**src/rtl/fe_pkg.sv**
```systemverilog
// rtl/fe_pkg.sv - GF(2^255-19) constants, field-element type and inverter FSM states
package fe_pkg;

   localparam int W        = 255;
   localparam int EXP_BITS = 255;

   typedef logic [W-1:0] fe_t;

   localparam fe_t P_MOD   = 255'h7FFFFFFF_FFFFFFFF_FFFFFFFF_FFFFFFFF_FFFFFFFF_FFFFFFFF_FFFFFFFF_FFFFFFED;
   localparam fe_t EXP_INV = P_MOD - fe_t'(2);

   // Top exponent bit is absorbed by loading acc with x, so scanning starts one below it.
   localparam logic [7:0] IDX_START = 8'(EXP_BITS - 2);

   typedef enum logic [2:0] {
      ST_IDLE,
      ST_SQ_ISSUE,
      ST_SQ_WAIT,
      ST_MU_ISSUE,
      ST_MU_WAIT,
      ST_FINISH
   } inv_state_e;

endpackage

```
**src/rtl/fe_invert_seq_if.sv**
```systemverilog
// rtl/fe_invert_seq_if.sv - request and multiplier handshake bundle; zero_err exists with FE_INV_ZERO_DETECT_EN
interface fe_invert_seq_if;
   import fe_pkg::*;

   logic start;
   fe_t  x_in;
   logic busy;
   logic done;
   fe_t  y_out;
`ifdef FE_INV_ZERO_DETECT_EN
   logic zero_err;
`endif
   logic mul_start;
   fe_t  mul_a;
   fe_t  mul_b;
   fe_t  mul_result;
   logic mul_valid;

   modport master (
      output start, x_in, mul_result, mul_valid,
`ifdef FE_INV_ZERO_DETECT_EN
      input  zero_err,
`endif
      input  busy, done, y_out, mul_start, mul_a, mul_b
   );

   modport slave (
      input  start, x_in, mul_result, mul_valid,
`ifdef FE_INV_ZERO_DETECT_EN
      output zero_err,
`endif
      output busy, done, y_out, mul_start, mul_a, mul_b
   );

endinterface

```
**src/rtl/fe_exp_bitsel.sv**
```systemverilog
// rtl/fe_exp_bitsel.sv - combinational lookup of inversion exponent bit idx
module fe_exp_bitsel
   import fe_pkg::*;
(
   input  logic [7:0] idx,
   output logic       e_bit
);

   assign e_bit = EXP_INV[idx];

endmodule

```
**src/rtl/fe_invert_seq.sv**
```systemverilog
// rtl/fe_invert_seq.sv - x^(p-2) mod p by left-to-right square-and-multiply; FE_INV_ZERO_DETECT_EN short-circuits x=0
module fe_invert_seq
   import fe_pkg::*;
(
   input  logic             clk,
   input  logic             rst_n,
   fe_invert_seq_if.slave   bus
);

   inv_state_e state, state_nxt;
   fe_t        acc, x_reg, y_reg, mul_a_reg, mul_b_reg;
   logic [7:0] idx;
   logic       busy_reg, done_reg, mul_start_reg;
   logic       e_bit;
   logic       accept;

   fe_exp_bitsel u_bitsel (
      .idx   (idx),
      .e_bit (e_bit)
   );

   // done is registered, so a start coinciding with it is refused here.
   assign accept = (state == ST_IDLE) && bus.start && !done_reg;

`ifdef FE_INV_ZERO_DETECT_EN
   logic x_zero;
   logic zero_err_reg;
   assign x_zero       = (bus.x_in == '0);
   assign bus.zero_err = zero_err_reg;
`endif

   always_ff @(posedge clk or negedge rst_n) begin
      if (!rst_n) state <= ST_IDLE;
      else        state <= state_nxt;
   end

   always_comb begin
      state_nxt = state;
      case (state)
         ST_IDLE: begin
            if (accept) begin
`ifdef FE_INV_ZERO_DETECT_EN
               state_nxt = x_zero ? ST_FINISH : ST_SQ_ISSUE;
`else
               state_nxt = ST_SQ_ISSUE;
`endif
            end
         end
         ST_SQ_ISSUE: state_nxt = ST_SQ_WAIT;
         ST_SQ_WAIT: begin
            if (bus.mul_valid) begin
               if (e_bit)           state_nxt = ST_MU_ISSUE;
               else if (idx == '0)  state_nxt = ST_FINISH;
               else                 state_nxt = ST_SQ_ISSUE;
            end
         end
         ST_MU_ISSUE: state_nxt = ST_MU_WAIT;
         ST_MU_WAIT: begin
            if (bus.mul_valid) state_nxt = (idx == '0) ? ST_FINISH : ST_SQ_ISSUE;
         end
         ST_FINISH: state_nxt = ST_IDLE;
         default:   state_nxt = ST_IDLE;
      endcase
   end

   always_ff @(posedge clk or negedge rst_n) begin
      if (!rst_n) begin
         acc           <= '0;
         x_reg         <= '0;
         y_reg         <= '0;
         mul_a_reg     <= '0;
         mul_b_reg     <= '0;
         idx           <= '0;
         busy_reg      <= 1'b0;
         done_reg      <= 1'b0;
         mul_start_reg <= 1'b0;
`ifdef FE_INV_ZERO_DETECT_EN
         zero_err_reg  <= 1'b0;
`endif
      end else begin
         mul_start_reg <= 1'b0;
         done_reg      <= 1'b0;
         case (state)
            ST_IDLE: begin
               if (accept) begin
                  x_reg    <= bus.x_in;
                  acc      <= bus.x_in;
                  idx      <= IDX_START;
                  busy_reg <= 1'b1;
`ifdef FE_INV_ZERO_DETECT_EN
                  zero_err_reg <= 1'b0;
`endif
               end
            end
            ST_SQ_ISSUE: begin
               mul_start_reg <= 1'b1;
               mul_a_reg     <= acc;
               mul_b_reg     <= acc;
            end
            ST_SQ_WAIT: begin
               if (bus.mul_valid) begin
                  acc <= bus.mul_result;
                  // idx stays put when a multiply follows; it steps after that multiply.
                  if (!e_bit && idx != '0) idx <= idx - 8'd1;
               end
            end
            ST_MU_ISSUE: begin
               mul_start_reg <= 1'b1;
               mul_a_reg     <= acc;
               mul_b_reg     <= x_reg;
            end
            ST_MU_WAIT: begin
               if (bus.mul_valid) begin
                  acc <= bus.mul_result;
                  if (idx != '0) idx <= idx - 8'd1;
               end
            end
            ST_FINISH: begin
               y_reg    <= acc;
               done_reg <= 1'b1;
               busy_reg <= 1'b0;
`ifdef FE_INV_ZERO_DETECT_EN
               zero_err_reg <= (x_reg == '0);
`endif
            end
            default: ;
         endcase
      end
   end

   assign bus.busy      = busy_reg;
   assign bus.done      = done_reg;
   assign bus.y_out     = y_reg;
   assign bus.mul_start = mul_start_reg;
   assign bus.mul_a     = mul_a_reg;
   assign bus.mul_b     = mul_b_reg;

endmodule

```
**src/flat_wrapper.sv**
```systemverilog
// flat-port wrapper written by rule: the top's interface ports become plain ports
module fe_invert_seq_flat import fe_pkg::*;
  (clk, rst_n, bus_start, bus_x_in, bus_mul_result, bus_mul_valid, bus_busy, bus_done, bus_y_out, bus_mul_start, bus_mul_a, bus_mul_b);
  fe_invert_seq_if bus_i ();
  input  logic clk;
  input  logic rst_n;
  input wire logic [$bits(bus_i.start)-1:0] bus_start;
  input wire logic [$bits(bus_i.x_in)-1:0] bus_x_in;
  input wire logic [$bits(bus_i.mul_result)-1:0] bus_mul_result;
  input wire logic [$bits(bus_i.mul_valid)-1:0] bus_mul_valid;
  output wire logic [$bits(bus_i.busy)-1:0] bus_busy;
  output wire logic [$bits(bus_i.done)-1:0] bus_done;
  output wire logic [$bits(bus_i.y_out)-1:0] bus_y_out;
  output wire logic [$bits(bus_i.mul_start)-1:0] bus_mul_start;
  output wire logic [$bits(bus_i.mul_a)-1:0] bus_mul_a;
  output wire logic [$bits(bus_i.mul_b)-1:0] bus_mul_b;
  assign bus_i.start = bus_start;
  assign bus_i.x_in = bus_x_in;
  assign bus_i.mul_result = bus_mul_result;
  assign bus_i.mul_valid = bus_mul_valid;
  assign bus_busy = bus_i.busy;
  assign bus_done = bus_i.done;
  assign bus_y_out = bus_i.y_out;
  assign bus_mul_start = bus_i.mul_start;
  assign bus_mul_a = bus_i.mul_a;
  assign bus_mul_b = bus_i.mul_b;
  fe_invert_seq u_core (.clk(clk), .rst_n(rst_n), .bus(bus_i));
endmodule
```
**config.mk**
```make
export PLATFORM = sky130hd
export DESIGN_NAME = fe_invert_seq_flat
export DESIGN_NICKNAME = d
export VERILOG_FILES = /design/src/rtl/fe_pkg.sv /design/src/rtl/fe_invert_seq_if.sv /design/src/rtl/fe_exp_bitsel.sv /design/src/rtl/fe_invert_seq.sv /design/src/flat_wrapper.sv
export SDC_FILE = /design/constraint.sdc
export NUM_CORES = 2
export LEC_CHECK = 0
export BUFFER_PORTS_ARGS = -buffer_cell sky130_fd_sc_hd__buf_4
export CORE_AREA = 2 2 493 495
export CTS_CLUSTER_SIZE = 28
export DETAILED_ROUTE_END_ITERATION = 6
export DIE_AREA = 0 0 495 497
export GPL_ROUTABILITY_DRIVEN = 0
export REMOVE_ABC_BUFFERS = 1
export SLEW_MARGIN = 20
export SYNTH_ARGS = -nofsm -noshare
export SYNTH_HDL_FRONTEND = slang
export SYNTH_SLANG_ARGS = --single-unit
```
**constraint.sdc**
```tcl
create_clock -name clk -period 2.7 [get_ports clk]
set_input_delay 0.54 -clock clk [delete_from_list [all_inputs] [get_ports clk]]
set_output_delay 0.54 -clock clk [all_outputs]
set_load 0.01 [all_outputs]
```
==> PnR_summary.wiki <==
{| class="wikitable"
! Metric !! Value
|-
| Class of the most critical hold timing path || in -> reg
|-
| Net count reported at finish || just under 8k
|-
| Design internal power || approximately 56,000 µW
|-
| Slew at the pin closest to its max-slew limit || 1.01 ns
|-
| Ratio of routed vias to standard cells || 4.34
|-
| Power density over cell area || 1250 mW/mm²
|-
| Number of max-cap violations || 0
|-
| Share of total power in the clock network || a little over a fifth
|-
| All-layer global routing usage || between 15 and 20%
|-
| Data required, critical path || 3.34 ns
|-
| Setup crit end kind || register
|-
| Register share of total power || 37.4%
|-
| Fraction of layout instances using a drive strength above 1 || 22.9%
|-
| CORE AREA || about 0.24 mm²
|-
| Cell leakage power || 0.0387 µW
|-
| Antenna Nets Post-Route || 0
|-
| Combinational share of power || about two fifths
|-
| Synthesized instance count || between 5k and 6k
|-
| Cell area after synthesis || between 0.05 and 0.06 mm²
|-
| TritonRoute pass-1 iters || 6
|-
| Worst-path fanout max || 28
|-
| Count of state elements after synthesis || 1,289
|-
| Data arrival, critical path || approximately 3.2 ns
|-
| TritonCTS clock tree || yes
|-
| Max Transition Viols Final || 0
|-
| Die area || approximately 0.25 mm²
|-
| Number of buffers added on ports || roughly 1.3k
|-
| Max Clk Rate || between 0.3 and 0.4 GHz
|-
| Top cell type's share of synthesized area || roughly three fifths
|-
| Wire length of the first global-routing pass || 326,000 µm
|-
| Area growth from synthesis to layout || 46.0%
|-
| Buffer levels on the longest clock path || 3
|-
| Detailed-route DRC error count || 0
|-
| Top area cells in the synthesized netlist || sky130_fd_sc_hd__dfrtp_1, sky130_fd_sc_hd__nand2_1, sky130_fd_sc_hd__mux2i_1, sky130_fd_sc_hd__o21ai_0, sky130_fd_sc_hd__o21ai_1
|-
| Per-instance average area after synthesis || about 9.5 µm²
|-
| Clock transition at the register clock pins on the worst setup and hold paths after CTS || about 0.060 ns
|-
| Total wire length after detailed routing || roughly 230,000 µm
|-
| Num CTS Buffers || ~150
|-
| Peak supply drop || slightly above 0.6 mV
|-
| HPWL after DPL || 164,000 µm
|-
| Root buf cell || sky130_fd_sc_hd__clkbuf_16
|-
| Register-to-register setup slack || 0.13 ns
|-
| Sinks on Clock Net || about 1.3k
|-
| Number of cell rows || 180
|-
| Outcome || finished clean
|-
| Final hold vios || 0
|-
| Launching element type of the critical path || register
|-
| Floorplan die width || a little under 500 µm
|-
| Critical path class || reg -> reg
|-
| Source-to-sink clock delay at the later pin of the worst-skew pair || 0.78 ns
|-
| Setup repair after global routing missed its margin || false
|-
| Net Sw Power || around 39,000 µW
|-
| Detailed Route Iter0 Violations || about 3.5k
|-
| Synthesis warning total || 0
|-
| Largest net degree at the start of global routing || 150
|-
| I/O pin cnt || roughly 1.3k
|-
| Initial Util || 21.8%
|-
| Number of synthesized flops with an enable pin || 0
|-
| Final worst path period share || between 90% and 100%
|-
| Number of antenna violations at the first check in global routing || 26
|-
| H-tree level count || 4
|-
| Total of endpoints with negative setup slack in the final report || 0
|-
| Core occupancy in the finished layout || between 30% and 40%
|-
| Mean routed wirelength per cell || ~21 µm
|-
| Summed negative setup slack over all endpoints || 0 ns
|-
| Largest area contributor in the synthesized netlist || sky130_fd_sc_hd__dfrtp_1
|-
| Seq/Total Area, Yosys || between 60 and 70%
|-
| Most frequently used flop master after synthesis || sky130_fd_sc_hd__dfrtp_1
|-
| Share of flip-flops with an asynchronous set or reset after synthesis || between 90% and 100%
|-
| Hold slack || roughly 0.097 ns
|-
| Relative slew slack || around a third
|-
| Overall die height || around 500 µm
|-
| Sw Share || approximately two fifths
|-
| Via count of the first global-routing pass || approximately 47k
|-
| Final critical-path required period || 2.57 ns
|-
| Vias post-DR || 45.8k
|-
| GRT Residual Overflow || 0
|-
| Clock skew after layout || approximately 0.032 ns
|-
| Library cells used by synthesis || 35
|}
metrics by stage:
| step | total power [µW] | cell area, µm² | std cells | worst slack, ns |
|---|---|---|---|---|
| floorplan | 45400 | 50900 | 5182 | -34.17 |
| global placement | 73700 | 66700 | 9814 | 0.258 |
| detailed placement | 74500 | 66700 | 9814 | 0.280 |
| CTS | 96200 | 76300 | 10500 | 0.147 |
| global route | 101000 | 76300 | 10500 | 0.0434 |
| finish | 95300 | 76300 | 10600 | 0.129 |
path summary, 6_finish.rpt:
kind	from	to	cells past startpoint
max	u_core.state[2]	u_core.acc[228]	7
max in group asynchronous	rst_n	u_core.acc[78]	4
max reg2reg	u_core.state[2]	u_core.acc[228]	7
min	bus_mul_result[129]	u_core.acc[129]	3
min reg2reg	u_core.x_reg[117]	u_core.x_reg[117]	2
min in group asynchronous	rst_n	u_core.bus.mul_b[162]	2
power by group through the flow:
stage                     clock network (µW)  registers (µW)  logic [µW]
after floorplan                            0           34300       11100
after global placement                     0           35600       38100
after detailed placement                   0           35800       38800
after CTS                              21200           35600       39400
after global routing                   22000           36500       42900
final                                  20600           35700       39000
per-layer routing:
layer | vias up | part of all wire, % | wire length (µm) | GRT usage (%)
met5 | - | 0.043 | 97 | 0
met4 | 14 | 4.8 | 10700 | 8.22
met3 | 425 | 8.2 | 18600 | 4.72
met2 | 2002 | 46 | 103000 | 28.2
met1 | 22300 | 41 | 92900 | 22.5
li1 | 21100 | - | - | -
cell usage in the layout (no fill, tap or decap), types with 35 or more instances in the layout:
cell                            count
sky130_fd_sc_hd__nand2_1         2806
sky130_fd_sc_hd__o21ai_1          232
sky130_fd_sc_hd__dfrtp_1         1288
sky130_fd_sc_hd__clkbuf_16        150
sky130_fd_sc_hd__o21ai_0          283
sky130_fd_sc_hd__mux2i_1          510
sky130_fd_sc_hd__clkbuf_1          35
sky130_fd_sc_hd__dlygate4sd3_1    467
sky130_fd_sc_hd__buf_4           1378
sky130_fd_sc_hd__buf_12            68
what timing repair did:
action | CTS | global route
endpoints found under the setup margin | 0 | 0
buffers inserted | 0 | 0
endpoints found under the hold margin | 520 | 0
hold buffers | 467 | 0
resized for setup | 0 | 0
cell families (layout without fill, tap and decap cells):
logic type,Yosys count,in the layout,share of synthesized area [%]
simple gates,2839,2839,20.5
flops,1289,1289,61.7
compound gates,533,533,5.20
mux,511,511,9.79
buf+inv,350,2180,2.68
fa+ha+maj,3,3,0.0719
other cells,0,14,0
critical path: stages, from the launching register on:
cell	delay (ns)
sky130_fd_sc_hd__dfrtp_1	0.49
sky130_fd_sc_hd__nand2b_1	0.26
sky130_fd_sc_hd__a21oi_4	0.30
sky130_fd_sc_hd__buf_12	0.23
sky130_fd_sc_hd__buf_12	0.26
sky130_fd_sc_hd__mux2i_1	0.21
sky130_fd_sc_hd__dlygate4sd3_1	0.56
sky130_fd_sc_hd__o21ai_1	0.05
cell type report:
type                    count  area, µm²
flip-flops and latches   1289      32300
diodes                     14       35.0
inverters                   7       41.3
well taps                3185       3990
repair buffers           1914      16400
multi-input cells        3886      18600
clock buffers             212       4260
clock inverters            47        678
fillers                 24500     164000
Yosys cell counts, drive strengths merged, types with 3 or more instances:
master,instances
a21o,4
a21oi,6
and3,3
buf,66
clkbuf,277
dfrtp,1289
ha,3
inv,7
mux2i,510
nand2,2808
nand2b,7
nand3,3
nor2,8
o21ai,515
Power figures use the tool's default switching activity.
